File: src/rtl/async_fifo_package.sv
// Shared types and pointer helpers for both clock domains of the async FIFO.
// Pointers carry one extra MSB so that full and empty can be told apart.
package async_fifo_package;

  localparam int DATA_WIDTH = 8;
  localparam int ADDR_WIDTH = 4;
  localparam int DEPTH      = 1 << ADDR_WIDTH;
  localparam int PTR_WIDTH  = ADDR_WIDTH + 1;

  typedef logic [PTR_WIDTH-1:0] ptr_t;

  function automatic ptr_t bin2gray(input ptr_t b);
    return b ^ (b >> 1);
  endfunction

  function automatic ptr_t gray2bin(input ptr_t g);
    ptr_t b;
    b = g;
    for (int i = PTR_WIDTH - 2; i >= 0; i--) begin
      b[i] = b[i+1] ^ g[i];
    end
    return b;
  endfunction

endpackage

File: src/rtl/ptr_sync.sv
// Multi-flop synchroniser for a Gray-coded pointer crossing into clk.
// Only one bit changes per source update, so a plain flop chain is safe.
module ptr_sync #(
  parameter int WIDTH       = 5,
  parameter int SYNC_STAGES = 2
) (
  input  logic             clk,
  input  logic             rst_n,
  input  logic [WIDTH-1:0] d,
  output logic [WIDTH-1:0] q
);

  logic [WIDTH-1:0] chain [SYNC_STAGES];

  always_ff @(posedge clk or negedge rst_n) begin
    if (!rst_n) begin
      for (int i = 0; i < SYNC_STAGES; i++) begin
        chain[i] <= '0;
      end
    end else begin
      chain[0] <= d;
      for (int i = 1; i < SYNC_STAGES; i++) begin
        chain[i] <= chain[i-1];
      end
    end
  end

  assign q = chain[SYNC_STAGES-1];

endmodule

File: src/rtl/fifo_read_ctrl.sv
// Read-domain controller of the async FIFO: pointer sync, empty flag,
// memory read port and a first-word-fall-through output stream.
module fifo_read_ctrl
  import async_fifo_package::*;
#(
  parameter int SYNC_STAGES = 2
) (
  input  logic                  r_clk,
  input  logic                  r_rst_n,
  input  logic [PTR_WIDTH-1:0]  wptr_gray,
  output logic [PTR_WIDTH-1:0]  rptr_gray,
  output logic                  mem_r_en,
  output logic [ADDR_WIDTH-1:0] mem_r_addr,
  input  logic [DATA_WIDTH-1:0] mem_r_data,
  output logic                  rd_valid,
  input  logic                  rd_ready,
  output logic [DATA_WIDTH-1:0] rd_data,
  output logic                  empty,
  output logic [PTR_WIDTH-1:0]  rd_level
);

  ptr_t wq_gray;
  ptr_t wq_bin;
  ptr_t rbin;
  ptr_t rbin_next;
  logic issue;

  ptr_sync #(
    .WIDTH       (PTR_WIDTH),
    .SYNC_STAGES (SYNC_STAGES)
  ) u_wptr_sync (
    .clk   (r_clk),
    .rst_n (r_rst_n),
    .d     (wptr_gray),
    .q     (wq_gray)
  );

  // Handshake: a word transfers on a cycle where rd_valid && rd_ready.
  // rd_valid never drops and rd_data never changes while rd_ready is low.
  // A fetch is issued whenever the output slot is free or being freed now.
  assign issue      = !empty && (!rd_valid || rd_ready);
  assign rbin_next  = rbin + ptr_t'(issue);
  assign mem_r_en   = issue;
  assign mem_r_addr = rbin[ADDR_WIDTH-1:0];
  assign rd_data    = mem_r_data;
  assign wq_bin     = gray2bin(wq_gray);
  assign rd_level   = wq_bin - rbin;

  always_ff @(posedge r_clk or negedge r_rst_n) begin
    if (!r_rst_n) begin
      rbin      <= '0;
      rptr_gray <= '0;
      empty     <= 1'b1;
      rd_valid  <= 1'b0;
    end else begin
      rbin      <= rbin_next;
      rptr_gray <= bin2gray(rbin_next);
      empty     <= (bin2gray(rbin_next) == wq_gray);
      if (issue) begin
        rd_valid <= 1'b1;
      end else if (rd_ready) begin
        rd_valid <= 1'b0;
      end
    end
  end

endmodule

File: config.mk
export PLATFORM = sky130hd
export DESIGN_NAME = fifo_read_ctrl
export DESIGN_NICKNAME = d
export VERILOG_FILES = /design/src/rtl/async_fifo_package.sv /design/src/rtl/ptr_sync.sv /design/src/rtl/fifo_read_ctrl.sv
export SDC_FILE = /design/constraint.sdc
export NUM_CORES = 1
export LEC_CHECK = 0
export ABC_AREA = 1
export CORE_MARGIN = 5
export CORE_UTILIZATION = 44
export DETAILED_ROUTE_END_ITERATION = 6
export PLACE_DENSITY = 0.8
export SYNTH_ARGS = -nofsm -noshare
export SYNTH_HDL_FRONTEND = slang
export SYNTH_HIERARCHICAL = 1
export SYNTH_SLANG_ARGS = --single-unit
File: constraint.sdc
create_clock -name r_clk -period 2.55 [get_ports r_clk]
set_input_delay 0.255 -clock r_clk [delete_from_list [all_inputs] [get_ports r_clk]]
set_output_delay 0.255 -clock r_clk [all_outputs]
set_load 0.05 [all_outputs]
# Yosys cells after proc, flatten, opt, wreduce, memory -nomap -nowiden
# Index checks and enable logic that the tools add are counted.
[word_totals]
reg_bits = 22
memories = 0
latch_bits = 0
romBits = 0
mem_bits_rw = 0
[classes]
n_div = 0
eq_ne = 1
n_addsub = 2
mux = 2
multipliers = 0
bitwise_logic = 5
reduce_logical = 5
n_shift = 0
magnitude_cmp = 0
[ops]
columns = ["cell", "n"]
rows = [
  ["$add 5x1->5", 1],
  ["$eq 5x5->1", 1],
  ["$sub 5x5->5", 1],
  ["$xor 5x4->5", 1],
  ["$xor 1x1->1", 4],
  ["$logic_not 1->1", 2],
  ["$mux 1", 2],
  ["$reduce_bool 2->1", 1],
  ["$logic_and 1x1->1", 1],
  ["$logic_or 1x1->1", 1],
]

# Depth between registers and ports, before layout
[logic_depth]
ltp_word = 6
depth_mapped = 14
mapped_depth_nobuf = 14

# Hierarchy
# The synthesis kept the hierarchy.
[by_module_without_submodules]
columns = ["mod", "area_each_um2", "seq_area_each_um2", "cells_each", "instances"]
rows = [
  ["fifo_read_ctrl", 863.3, 276.5, 121, 1],
  ["ptr_sync", 287.8, 250.2, 15, 1],
]

# Least setup slack after synthesis
# Ideal clock, no wire load.
[synth_timing]
path_type = "register to output"
from = "reg u_wptr_sync.chain, in the netlist u_wptr_sync/q[3]"
to = "out rd_level[2]"
stages_incl_launch_ff = 11
arrival_ns = 2.549
n_path_buf = 1
slack_ns = -0.254
cell_sequence = "dfrtp_1 buf_4 xor2_1 or2_1 nand3_1 nand2_1 nand2_1 nand2_1 ha_1 fa_1 xnor2_1"
[synth_between]
elab_chain_cells = 5
[synth_rtl]
columns = ["item", "line", "source"]
rows = [
  ["start: declaration", "ptr_sync.sv:13", "logic [WIDTH-1:0] chain [SYNC_STAGES];"],
  ["start signal: indexed assignment", "ptr_sync.sv:23", "chain[i] <= chain[i-1];"],
  ["$xor 1x1->1 * (2 in a row)", "async_fifo_package.sv:20", "b[i] = b[i+1] ^ g[i];"],
  ["$xor 1x1->1 (2 in a row)", "async_fifo_package.sv:20", ""],
  ["$sub 5x5->5 *", "fifo_read_ctrl.sv:47", "assign rd_level = wq_bin - rbin;"],
  ["end: declaration", "fifo_read_ctrl.sv:19", "output logic [PTR_WIDTH-1:0] rd_level"],
]
# Mark *: on every way between the ends. The rest lies on a longest branch, timed or not.

# Worst setup path after layout
[layout_timing]
from = "reg u_wptr_sync.chain, in the netlist u_wptr_sync/q[4]"
to = "out rd_level[4]"
[layout_between]
elab_chain_cells = 5
[layout_rtl]
columns = ["item", "line"]
rows = [
  ["$xor 1x1->1 (4 in a row)", "async_fifo_package.sv:20"],
  ["$sub 5x5->5 *", "fifo_read_ctrl.sv:47"],
]
# Marked as above.

==> results.env <==
CPLARGESTDELAYFAMILY='simple AND/OR/NAND/NOR gates'
CRITICAL_PATH.REG2REG.STARTPOINT='empty'
POSTROUTEANTENNANETS=0
GLOBAL_ROUTE.PEAK_USAGE_LAYER='met2'
CLKTRANSATPATHREGS_NS=0.11
CTS_ROOT_BUF='sky130_fd_sc_hd__clkbuf_4'
FIN_WORST_SKEW_NS=0.006897
NUMCTSBUFFERS=3
GR-USAGE-ALL-LAYERS=0.1335
WORST_PATH_LARGEST_CELL_DELAY_NS=0.43
GRT_UTIL_MET1=0.1529
WORST_SETUP_PATH_START_KIND='flop'
FAILING_CHECKS='negative setup slack'
CRITPATHCAPTURETYPE='output port'
WORSTREGTOREGCELLS=12
RELSLEWSLACK=0.4274
NUMBER_OF_ANTENNA_VIOLATIONS_AT_THE_FIRST_CHECK_IN_GLOBAL_ROUTING=0
STATUS='complete, but fails checks'
MAX_SLEW.WORST_PIN.SLEW_NS=0.8562
CTS.SINK_COUNT=21
DESIGN.CORE.AREA_SQ_UM=2500
CP_SLOWEST_CELL='sky130_fd_sc_hd__dfrtp_1'
GR-TOTAL-OVERFLOW=0
HOLD-PATH-ENDPOINT='u_wptr_sync/q[0]'
DRT_PASS1_ITERATIONS=4
DESIGN.PORTCOUNT=41
PLACE.GP.CONGESTION=0.7801
FLOORPLAN.DIE_AREA_SQ_UM=3739
SYNTH_WARNINGS=6
CRITICAL_PATH.REG2REG.ENDPOINT='empty'
YOSYSTOPAREACELLSHARE=0.4348
TRITONCTS='done'
FP.DIEH_MICRONS=61.15
LAYOUT.NETS=181
SYNTH-SEQ-CELLS=21
TIMING_WORST_SETUP_PATH_TYPE='reg2out'
LAYOUT.CORE_UTILIZATION=0.6326
SETUP_REPAIR_AFTER_GLOBAL_ROUTING_MISSED_ITS_MARGIN='yes'
DRT_ITER0_MARKERS=10
POST_DRT_WL_PER_CELL_MICRONS=12.06
ROUTE.VIAS.TOTAL=918
CRITICAL_PATH.N_BUFFERS_INVERTERS=1
SETUP_VIOL=4
TIMING.HOLD.WORST.CLASS='reg2reg'
WORST-R2R-SETUP-SLACK_NS=0.61
FMAX_MHz=364.0
DRIVE_ABOVE_1_SHARE=0.2994
CLOCK_LATENCY_NS=0.30
CRIT_PATH_MAX_FANOUT=3
CLOCKBUFFERDEPTH=2
FINAL_MIN_PERIOD_OVER_CLOCK_PERIOD=1.077
TOTALWIRELENGTH_MICRONS=2255
POSTLAYOUTSETUPSLACKWORST_NS=-0.1976
DIE_WIDTH_MICRONS=61.15
SYNTHESIS.AREA_PER_INSTANCE_SQ_UM=8.464
PLACE.DETAILED.HPWL_MICRONS=1742
SYNTH_TOP_CELLS_BY_AREA='sky130_fd_sc_hd__dfrtp_1 43%, sky130_fd_sc_hd__nand2_1 13%, sky130_fd_sc_hd__buf_4 8.5%, sky130_fd_sc_hd__ha_1 6.5%, sky130_fd_sc_hd__inv_1 5.9%'
PLACED_CELLS=178
CRITICAL_PATH.MOST_COMMON_CELL='sky130_fd_sc_hd__nand2_2'
LAYOUT_COMMON_CELLS='33 x sky130_fd_sc_hd__nand2_1, 20 x sky130_fd_sc_hd__dfrtp_1, 19 x sky130_fd_sc_hd__clkdlybuf4s50_1'
TIMING.HOLD.WORST.START='u_wptr_sync/chain[5]'
STARTING_DENSITY=0.4605
SYN-INSTANCE-COUNT=136
SYNTH_LARGEST_AREA_CELL='sky130_fd_sc_hd__dfrtp_1'
LAYOUT-AREA-OVERHEAD-VS-SYNTH_PCT=37.39
TIMING.SETUP.TNS_NS=-0.4660
IO_BUFFER_COUNT=24
CRITICAL_PATH_ARRIVAL_NS=2.49
POST_SYNTHESIS_COMPOUND_GATE_AREA_FRACTION=0.02174
SYNTH.MUX.AREA_FRACTION=0
HOLD_DEPTH=0
GRT_MAX_DEGREE=22
MOST_COMMON_LIBRARY_CELL_IN_THE_LAYOUT_IGNORING_FILL_AND_TAPS='sky130_fd_sc_hd__nand2_1'
DRC=0
GRTUSAGEMET3=0.01677
SLEW_VIOL_FINAL=0
GRT_FIRST_PASS_WIRELENGTH_MICRONS=3753
SYNTH-SIMPLE-AREA-SHARE=0.2576
DISTINCT_CELL_TYPE_COUNT_OF_THE_SYNTHESIZED_NETLIST=19
WORST-PATH-STAGES=11
SYNTH-ADDER-AREA-SHARE=0.08261
WORST_EP_REQUIRED_TIME_NS=2.30
CTSHTREEMAXLEVEL=1
CP_CELL_SEQUENCE='xor2_2 > or2_1 > nand2_2 > nand2_2 > nand3_2 > nand2_2 > ha_4 > fa_2 > o21ai_2 > xnor2_2 > buf_12'
FINAL_HOLD_VIOL_COUNT=0
USE_MET2=0.2432
SYNTH_TOP_FAMILY_BY_AREA='simple AND/OR/NAND/NOR gates'
STD_CELL_ROWS=18
SYNTH_AREA_SQ_UM=1151
ROUTED_VIA_DENSITY=4.909
SYNTH_FP_NETS=159
ANTENNA-DIODE-COUNT=0
SYNTH_SEQUENTIAL_AREA_RATIO=0.4576
MAX_CAP_VIOL_COUNT=0
GRT_PASS1_VIAS=909
FINAL-INSTANCE-COUNT-EXCL-FILL=187
SYNTHXORXNORAREAFRAC=0.03043
MIN_PERIOD_NS=2.748
==> layer usage <==
metal | share of wire | wire length, microns | up-vias
met3 | 0.048 | 109 | 8
met2 | 0.54 | 1218 | 23
met1 | 0.40 | 904 | 438
met4 | 0.0098 | 22 | 0
met5 | 0 | 0 | -
li1 | - | - | 449
==> cells in the mapped netlist <==
cell type                 number
sky130_fd_sc_hd__a21oi_1       3
sky130_fd_sc_hd__and2_4        1
sky130_fd_sc_hd__buf_4        13
sky130_fd_sc_hd__dfrtp_1      20
sky130_fd_sc_hd__dfstp_2       1
sky130_fd_sc_hd__fa_1          1
sky130_fd_sc_hd__ha_1          6
sky130_fd_sc_hd__inv_1        18
sky130_fd_sc_hd__inv_2         2
sky130_fd_sc_hd__nand2_1      39
sky130_fd_sc_hd__nand2_2       7
sky130_fd_sc_hd__nand3_1      11
sky130_fd_sc_hd__nand4_1       3
sky130_fd_sc_hd__nor2_1        3
sky130_fd_sc_hd__nor2_2        1
sky130_fd_sc_hd__o21ai_0       2
sky130_fd_sc_hd__or2_1         1
sky130_fd_sc_hd__xnor2_1       2
sky130_fd_sc_hd__xor2_1        2
==> metrics by stage <==
| step | hold WS [ns] | cell area [sq um] | setup WS [ns] |
|---|---|---|---|
| after floorplan | -0.04059 | 1177 | 0.02443 |
| after global placement | 0.3318 | 1415 | 0.09816 |
| after detailed placement | 0.3365 | 1415 | 0.007216 |
| after CTS | 0.3625 | 1505 | -0.1796 |
| after global routing | 0.3596 | 1582 | -0.3214 |
| final | 0.3591 | 1582 | -0.1976 |
==> registers in the layout, indices dropped and copies added, names as in the netlist <==
register / flops
rbin: 5
rptr_gray: 4
u_wptr_sync/q: 5
u_wptr_sync/chain: 5
rd_valid: 1
empty: 1
==> area by class of cell <==
type / instances / area, sq um
clock buffer: 3 / 22.52
inverter: 20 / 75.07
tap: 30 / 37.54
clock inverter: 1 / 7.507
fill: 203 / 918.4
sequential: 21 / 526.8
timing repair buffer: 30 / 342.8
multi-input combinational: 82 / 569.3
==> worst max path at each step <==
stage	start	end	slack, ns
after floorplan	u_wptr_sync/q[3]	rd_level[2]	0.02
after global placement	u_wptr_sync/q[3]	rd_level[4]	0.1
after detailed placement	u_wptr_sync/q[3]	rd_level[4]	0.007
after CTS	u_wptr_sync/q[4]	rd_level[2]	-0.18
after global routing	u_wptr_sync/q[4]	rd_level[4]	-0.32
final	u_wptr_sync/q[4]	rd_level[4]	-0.20
==> cell families (layout without fill, tap and decap cells) <==
| logic type | count (synthesis) | after routing |
|---|---|---|
| AND/OR/NAND/NOR | 66 | 66 |
| buffers and inverters | 33 | 54 |
| adder cells (fa/ha/maj) | 7 | 7 |
| AO/OA/AOI/OAI | 5 | 5 |
| flip-flops | 21 | 21 |
| XOR/XNOR | 4 | 4 |
==> what timing repair did <==
action / CTS / global route
gates cloned: 0 / 0
buffers inserted: 4 / 1
pin swaps: 4 / 8
hold buffers: 0 / 0
setup endpoints to repair: 4 / 4
resized for setup: 7 / 15
Power is left out: the tool's default activity adds up to more than one toggle a clock period on the data nets, which glitch-free logic cannot reach.
